## src/rtl/dense_to_coo_encoder.sv

```systemverilog
// Dense 4x4 matrix to COO tuple stream compressor.
// Emits up to MAX_NNZ nonzero (data,row,col) tuples per matrix over valid/ready.
module dense_to_coo_encoder #(
  parameter int unsigned DATA_W  = 32,
  parameter int unsigned MAX_NNZ = 4
) (
  input  logic                 clk,
  input  logic                 rst,
  input  logic                 in_valid,
  output logic                 in_ready,
  input  logic [16*DATA_W-1:0] in_data,
  output logic                 out_valid,
  input  logic                 out_ready,
  output logic [DATA_W-1:0]    out_data,
  output logic [1:0]           out_row,
  output logic [1:0]           out_col,
  output logic                 out_last,
  output logic                 done,
  output logic [2:0]           nnz_count,
  output logic                 overflow
);

  localparam int unsigned N_ELEM = 16;
  localparam int unsigned IDX_W  = 4;
  localparam int unsigned CNT_W  = 3;
  localparam logic [CNT_W-1:0] LAST_CNT = CNT_W'(MAX_NNZ - 1);
  localparam logic [IDX_W-1:0] LAST_IDX = IDX_W'(N_ELEM - 1);

  typedef enum logic [1:0] {S_IDLE, S_SCAN, S_DONE} state_t;

  state_t                r_state, w_state_nxt;
  logic [IDX_W-1:0]      r_idx, w_idx_nxt;
  logic [CNT_W-1:0]      r_cnt, w_cnt_nxt;
  logic [N_ELEM-1:0]     r_mask, w_mask_nxt, w_in_mask;
  logic [DATA_W-1:0]     r_mat [N_ELEM];
  logic [DATA_W-1:0]     w_mat_nxt [N_ELEM];
  logic [DATA_W-1:0]     w_in_mat [N_ELEM];
  logic [CNT_W-1:0]      w_nnz_nxt;
  logic                  w_ovf_nxt;
  logic                  w_cur_nz, w_cur_last;
  logic                  w_valid_nxt, w_last_nxt;
  logic [DATA_W-1:0]     w_data_nxt;
  logic [1:0]            w_row_nxt, w_col_nxt;

  // True when any mask bit strictly above position i is set.
  function automatic logic any_above(input logic [N_ELEM-1:0] m, input logic [IDX_W-1:0] i);
    return |(m & ~((16'd2 << i) - 16'd1));
  endfunction

  always_comb begin
    w_state_nxt = r_state;
    w_idx_nxt   = r_idx;
    w_cnt_nxt   = r_cnt;
    w_mask_nxt  = r_mask;
    w_mat_nxt   = r_mat;
    w_nnz_nxt   = nnz_count;
    w_ovf_nxt   = overflow;

    for (int i = 0; i < int'(N_ELEM); i++) begin
      w_in_mat[i]  = in_data[i*DATA_W +: DATA_W];
      w_in_mask[i] = |w_in_mat[i];
    end

    w_cur_nz   = r_mask[r_idx];
    w_cur_last = w_cur_nz && (!any_above(r_mask, r_idx) || (r_cnt == LAST_CNT));

    case (r_state)
      S_IDLE: begin
        if (in_valid) begin
          w_mat_nxt   = w_in_mat;
          w_mask_nxt  = w_in_mask;
          w_idx_nxt   = '0;
          w_cnt_nxt   = '0;
          w_state_nxt = S_SCAN;
        end
      end
      S_SCAN: begin
        if (!w_cur_nz) begin
          if (r_idx == LAST_IDX) begin
            w_state_nxt = S_DONE;
            w_nnz_nxt   = r_cnt;
            w_ovf_nxt   = 1'b0;
          end else begin
            w_idx_nxt = r_idx + IDX_W'(1);
          end
        end else if (out_ready) begin
          w_cnt_nxt = r_cnt + CNT_W'(1);
          if (w_cur_last) begin
            w_state_nxt = S_DONE;
            w_nnz_nxt   = r_cnt + CNT_W'(1);
            w_ovf_nxt   = any_above(r_mask, r_idx);
          end else begin
            w_idx_nxt = r_idx + IDX_W'(1);
          end
        end
      end
      S_DONE:  w_state_nxt = S_IDLE;
      default: w_state_nxt = S_IDLE;
    endcase

    // Output registers are loaded from next-state values so ports are flop-driven.
    w_valid_nxt = (w_state_nxt == S_SCAN) && w_mask_nxt[w_idx_nxt];
    w_last_nxt  = w_valid_nxt &&
                  (!any_above(w_mask_nxt, w_idx_nxt) || (w_cnt_nxt == LAST_CNT));
    w_data_nxt  = (w_state_nxt == S_SCAN) ? w_mat_nxt[w_idx_nxt] : '0;
    w_row_nxt   = (w_state_nxt == S_SCAN) ? w_idx_nxt[3:2] : 2'd0;
    w_col_nxt   = (w_state_nxt == S_SCAN) ? w_idx_nxt[1:0] : 2'd0;
  end

  always_ff @(posedge clk) begin
    if (rst) begin
      r_state   <= S_IDLE;
      r_idx     <= '0;
      r_cnt     <= '0;
      r_mask    <= '0;
      r_mat     <= '{default: '0};
      in_ready  <= 1'b1;
      out_valid <= 1'b0;
      out_last  <= 1'b0;
      out_data  <= '0;
      out_row   <= '0;
      out_col   <= '0;
      done      <= 1'b0;
      nnz_count <= '0;
      overflow  <= 1'b0;
    end else begin
      r_state   <= w_state_nxt;
      r_idx     <= w_idx_nxt;
      r_cnt     <= w_cnt_nxt;
      r_mask    <= w_mask_nxt;
      r_mat     <= w_mat_nxt;
      in_ready  <= (w_state_nxt == S_IDLE);
      out_valid <= w_valid_nxt;
      out_last  <= w_last_nxt;
      out_data  <= w_data_nxt;
      out_row   <= w_row_nxt;
      out_col   <= w_col_nxt;
      done      <= (w_state_nxt == S_DONE);
      nnz_count <= w_nnz_nxt;
      overflow  <= w_ovf_nxt;
    end
  end

endmodule

```

## config.mk

```make
export PLATFORM = sky130hd
export DESIGN_NAME = dense_to_coo_encoder
export DESIGN_NICKNAME = d
export VERILOG_FILES = /design/src/rtl/dense_to_coo_encoder.sv
export SDC_FILE = /design/constraint.sdc
export NUM_CORES = 1
export LEC_CHECK = 0
export ABC_AREA = 1
export CAP_MARGIN = 20
export CORE_MARGIN = 3
export CORE_UTILIZATION = 51
export DETAILED_ROUTE_END_ITERATION = 10
export PLACE_DENSITY = 0.86
export SLEW_MARGIN = 5
export SYNTH_ARGS = -nofsm -noshare
export SYNTH_HDL_FRONTEND = slang
export SYNTH_SLANG_ARGS = --single-unit
```

## constraint.sdc

```tcl
create_clock -name clk -period 5 [get_ports clk]
set_clock_uncertainty 0.1 [all_clocks]
set_input_delay 1 -clock clk [delete_from_list [all_inputs] [get_ports clk]]
set_output_delay 1 -clock clk [all_outputs]
set_load 0.005 [all_outputs]
```

**Word-level counts from Yosys, hierarchy flattened**

Index checks and enable logic that the tools add are counted.

- Register bits: 581

- $add $sub $neg: 4
- $lt $le $gt $ge: 3
- Equality and inequality tests: 8
- Shifts and indexed selects: 2
- Multiplexer cells: 35
- Bitwise operators: 6
- Reductions and logical operators: 30

Operator list:

| kind | number |
|---|---|
| $mux 512 | 2 |
| $reduce_or 32->1 | 16 |
| $bmux 32 s4 | 1 |
| $mux 32 | 2 |
| $and 16x16->16 | 2 |
| $mux 16 | 2 |
| $not 16->16 | 2 |
| $reduce_or 16->1 | 2 |
| $shl 2x4->16 const A | 2 |
| $sub 16x1->16 const B | 2 |
| $mux 3 | 7 |
| $mux 4 | 5 |
| $lt 4x5->1 const B | 2 |
| $mux 2 | 5 |
| $bmux 1 s4 | 2 |
| $pmux 4 s2 | 1 |
| $eq 3x2->1 const B | 2 |
| $mux 1 | 6 |
| $pmux 3 s2 | 1 |
| $ge 5x5->1 const B | 1 |
| $not 4->5 | 1 |
| $add 4x1->4 const B | 1 |
| $eq 2x1->1 const B | 2 |
| $eq 4x4->1 const B | 1 |
| 13 further kinds | 18 |

**Logic depth before layout (Yosys ltp)**

- Word-level depth: 20
- Depth in mapped cells: 37

**Least setup slack after synthesis**

OpenSTA, ideal clock, no wires.

- Path type: flip-flop to flip-flop
- Start: reg r_idx[1]
- End: reg out_last
- Arrival: 4.153 ns
- Path slack: 0.681 ns
- Stages on the path, launching flop included: 31
- Path buffers: 3
- Clock period less this slack: 4.319 ns
- Cell sequence: dfxtp_1 > clkbuf_1 > inv_1 > ha_1 > nand3_2 > ha_1 > inv_1 > a21oi_2 > nand2_1 > nor2_4 > nand2_1 > nand3_1 > nand3_1 > nor2_1 > nand3_2 > nand2_2 > nand2_4 > a21oi_1 > o21bai_2 > a21oi_4 > clkbuf_1 > nand2_1 > ha_1 > clkbuf_1 > nand2_2 > nand2_1 > nand3b_1 > nand2_1 > nor3_1 > nand2_1 > a21oi_2

- Word-level cells in the longest chain between the ends: 20
- Elaborated cells between the ends (all ways): 38
- Those cells by class: 3 x add/sub; 3 x eq/ne; 2 x shift; 17 x mux; 4 x bitwise; 9 x reduce/logical

RTL lines:

| what | line | RTL |
|---|---|---|
| from (decl) | 32 | `logic [IDX_W-1:0] r_idx, w_idx_nxt;` |
| from (signal assigned) | 128 | `r_idx <= w_idx_nxt;` |
| $shl 2x4->16 | 47 | `return \|(m & ~((16'd2 << i) - 16'd1));` |
| $sub 16x1->16 | 47 |  |
| $not 16->16 | 47 |  |
| $and 16x16->16 | 47 |  |
| $reduce_or 16->1 | 47 |  |
| $logic_not 1->1 | 65 | `w_cur_last = w_cur_nz && (!any_above(r_mask, r_idx) \|\| (r_cnt == LAST_CNT));` |
| $logic_or 1x1->1 | 65 |  |
| $logic_and 1x1->1 | 65 |  |
| (+4 left out) | n/a |  |
| $shl 2x4->16 | 47 |  |
| $sub 16x1->16 | 47 |  |
| $not 16->16 | 47 |  |
| $and 16x16->16 | 47 |  |
| $reduce_or 16->1 | 47 |  |
| $logic_not 1->1 | 104 | `(!any_above(w_mask_nxt, w_idx_nxt) \|\| (w_cnt_nxt == LAST_CNT));` |
| $logic_or 1x1->1 | 104 |  |
| $logic_and 1x1->1 (*) | 103 | `w_last_nxt = w_valid_nxt &&` |
| to (signal assigned) | 134 | `out_last <= w_last_nxt;` |
| to (decl) | 17 | `output logic out_last,` |

Mark *: on every way between the ends. The rest lies on a longest branch, timed or not. The select of a mux whose other input is x is not followed.
A chain may end at the register's enable or synchronous reset.

**Worst setup path after layout**

- Start: reg r_idx[0]
- End: reg out_data[26]

- Word-level cells in the longest chain between the ends: 16
- Elaborated cells between the ends (all ways): 30
- Those cells by class: 2 x add/sub; 2 x eq/ne; 1 x shift; 16 x mux; 4 x bitwise; 5 x reduce/logical

RTL lines:

| what | line | RTL |
|---|---|---|
| $shl 2x4->16 | 47 |  |
| $sub 16x1->16 | 47 |  |
| $not 16->16 | 47 |  |
| $and 16x16->16 | 47 |  |
| $reduce_or 16->1 | 47 |  |
| $logic_not 1->1 | 65 |  |
| $logic_or 1x1->1 | 65 |  |
| $logic_and 1x1->1 | 65 |  |
| $mux 4 | 88 | `if (w_cur_last) begin` |
| $mux 4 | 86 | `end else if (out_ready) begin` |
| $mux 4 | 78 | `if (!w_cur_nz) begin` |
| $pmux 4 s2 | 67 | `case (r_state)` |
| $not 4->5 (not written as such) | 105 | `w_data_nxt = (w_state_nxt == S_SCAN) ? w_mat_nxt[w_idx_nxt] : '0;` |
| $bmux 32 s4 | 105 |  |
| $mux 32 (not written as such) (2 in series) | 105 |  |
| to (signal assigned) | 135 | `out_data <= w_data_nxt;` |
| to (decl) | 14 | `output logic [DATA_W-1:0] out_data,` |

Parallel ways exist; a longest one is shown, timed or not. The select of a mux whose other input is x is not followed.

==> qor.csv <==
metric,value,unit
drt drc,0,
largest net degree at the start of global routing,185,
first-pass GRT wire length,150,mm
Via Count,25500,
initial antenna violation count,17,
die outline width,232,um
minimum clock period,4680,ps
"commonest non-fill, non-tap cell in the layout",nor2_1,
Syn Area/Cell,8.80,sq um
routability cong.,0.991,
fmax,214,MHz
CP most frequent cell,nand3_1,
CP top delay family,simple AND/OR/NAND/NOR gates,
core area,50300,sq um
"slowest stage delay, CP",430,ps
Overflow after GRT,0,
cell count after synthesis,2955,
Final #Nets,3963,
Post-CTS Setup Bufs,0,
fraction of layout cells with a size suffix above 1,6.15,%
hpwl dp,77.6,mm
ANT nets after route,0,
H-Tree Level Count,2,
Core Rows,82,
WL/cell,25.0,um
vias in the first global route,24100,
top cell type's share of synthesized area,44.7,%
leak pwr,13.6,nW
FF-to-FF Start,r_idx[0],
setup TNS after final layout,0,ps
most frequent cells in the layout,"nor2_1 (702), dfxtp_1 (581), clkdlybuf4s50_1 (558)",
"area leader, netlist",dfxtp_1,
Synth Flop Type,dfxtp_1,
count of final max-slew check failures,0,
worst setup path end,out_data[26],
status,completed,
asr flop ratio synth,0,%
"Hold-fix buffers, CTS",0,
R2R cell count,25,
Final period util,93.5,%
clock latency on the worst-skew pair,630,ps
"Buf+Inv Stages, Crit Path",3,
Worst EP required,5380,ps
CP Capture Type,flip-flop,
"Hold Vio Cnt, Final",0,
root buf cell,clkbuf_16,
Worst VDD drop,0.281,mV
Synthesis Warnings,0,
Post-synth EDFFs,0,
highest fanout seen on the critical path,31,
Setup-failing EPs final,0,
# Max-Cap Violations,0,
Starting Density,51.7,%
Syn Nets,3481,
IO Port Bufs,559,
Die Ht,232,um
Hold Path Class,flip-flop to flip-flop,
CTS tree,built,
instance count on the critical path,25,
Overall Global Routing Usage,36.7,%
clock slew seen by the registers of the worst setup and hold paths,70,ps
mapped cell area,26000,sq um
RSZ-0062 raised after global routing,no,
Hold Startpoint,overflow,
CP Launch Point,r_idx[0],
final wirelength,104,mm
Slew headroom,37.2,%
Final Core Density,68.2,%
Num CTS Buffers,59,
R2R Path End,out_data[26],
TritonRoute pass-1 iters,6,
pwr dens,366,nW/um^2
Synth Register Bits,581,
Synth area leaders,"dfxtp_1 (45%), mux2i_1 (19%), nor2_1 (10%), nor4_1 (2.7%), o221ai_1 (2.0%)",
DRT iter0 DRCs,3554,
proportion of synthesized chip area in sequential cells,44.7,%
clk buf depth,3,
critical path arrival,5050,ps
clk sinks,581,
"slowest stage cell, crit path",o211ai_1,
P&R area growth vs syn,31.9,%
Setup crit start kind,flip-flop,
CP Class,flip-flop to flip-flop,
I/O pin count,560,
die area,53700,sq um
"reg-to-reg slack, setup",320,ps
CTS resizes,0,
Avg Vias per Cell,6.12,
worst-margin pin slew,943,ps
PnR Total Power,12.5,mW
"Distinct cells, synth",54,
-- power breakdown --
group / switching (mW) / internal (mW) / total [mW]
logic: 1.80 / 1.24 / 3.04
clock network: 1.87 / 2.56 / 4.43
registers: 0.120 / 4.96 / 5.08
-- layout make-up --
cell class | count | area [sq um]
inverter | 94 | 355
fill | 3825 | 16000
antenna | 13 | 32.5
timing repair buffer | 629 | 6400
clock inverter | 16 | 210
tap | 672 | 841
clock buffer | 85 | 1710
multi-input combinational | 2072 | 13100
sequential | 581 | 11600
-- worst min-delay path by stage --
stage	to	slack, ps	cells after the start
after floorplan	r_mat[173]	350	2
after global placement	r_mat[3]	360	2
after detailed placement	overflow	360	2
after CTS	overflow	370	2
after global routing	r_mat[91]	400	2
final	overflow	380	2
-- logic make-up after synthesis --
kind of cell	synth area share, %
mux	18.7
fa+ha+maj	0.481
compound gates	11.5
buf+inv	4.90
flops	44.7
simple gates	19.7
xor+xnor	0.0337
-- through the flow --
stage	instance area [sq um]	setup slack, ps	hold WS, ps	instances
after floorplan	26000	681	349	2955
after CTS	34300	366	368	4149
after detailed placement	32400	394	359	4048
after global routing	34300	35.1	402	4155
final	34300	325	376	4162
after global placement	32400	462	361	4048
-- synth_stat cells, types with 6 or more instances --
master / instances
nor2_1: 703
dfxtp_1: 581
mux2i_1: 485
nand2_1: 137
nor4_1: 111
clkbuf_1: 101
inv_1: 83
o22ai_1: 78
o221ai_1: 60
o21ai_0: 51
nand3_1: 49
buf_2: 47
buf_1: 46
nor3_1: 46
a21oi_1: 42
nand4_1: 41
o22a_1: 41
o2111ai_1: 23
o311ai_1: 23
o211ai_1: 22
a22oi_1: 21
o31ai_1: 14
or2_2: 12
nand2_2: 11
ha_1: 10
or2_1: 10
inv_2: 9
or2_0: 9
a31oi_1: 8
and2_0: 8
buf_6: 8
nand3_2: 8
o21a_1: 6
-- flip-flops by register name (all words and copies together), names as in the netlist --
name,cells
done,1
in_ready,1
nnz_count,3
out_col,2
out_data,32
out_last,1
out_row,2
out_valid,1
overflow,1
r_cnt,3
r_idx,4
r_mask,16
r_mat,512
r_state,2
-- worst reg2reg max path, cell delays in order (launching register included) --
cell and delay [ps]:
dfxtp_1 420, clkinv_1 120, ha_1 290, nand3_2 170
ha_1 220, inv_1 80, a21oi_2 130, nand2_1 100
nor2_4 190, nand2_1 80, nand3_1 80, nand3_1 100
nor2_1 140, nand3_2 130, nand2_2 100, nand2_4 70
nand3_1 90, nand3_1 90, nand2_2 130, nand2_4 110
nand2_4 260, buf_12 260, o22a_1 190, o221ai_1 310
o211ai_1 430, a21oi_1 140
-- layer usage --
metal	routed length (um)	global-route usage (%)	vias up
met2	45700	55.9	1797
met4	5940	19.5	12
li1	-	-	11400
met1	40000	47.7	11900
met3	12100	9.74	360
met5	65	0	-
Note: power is estimated with default switching activity, not from simulation.
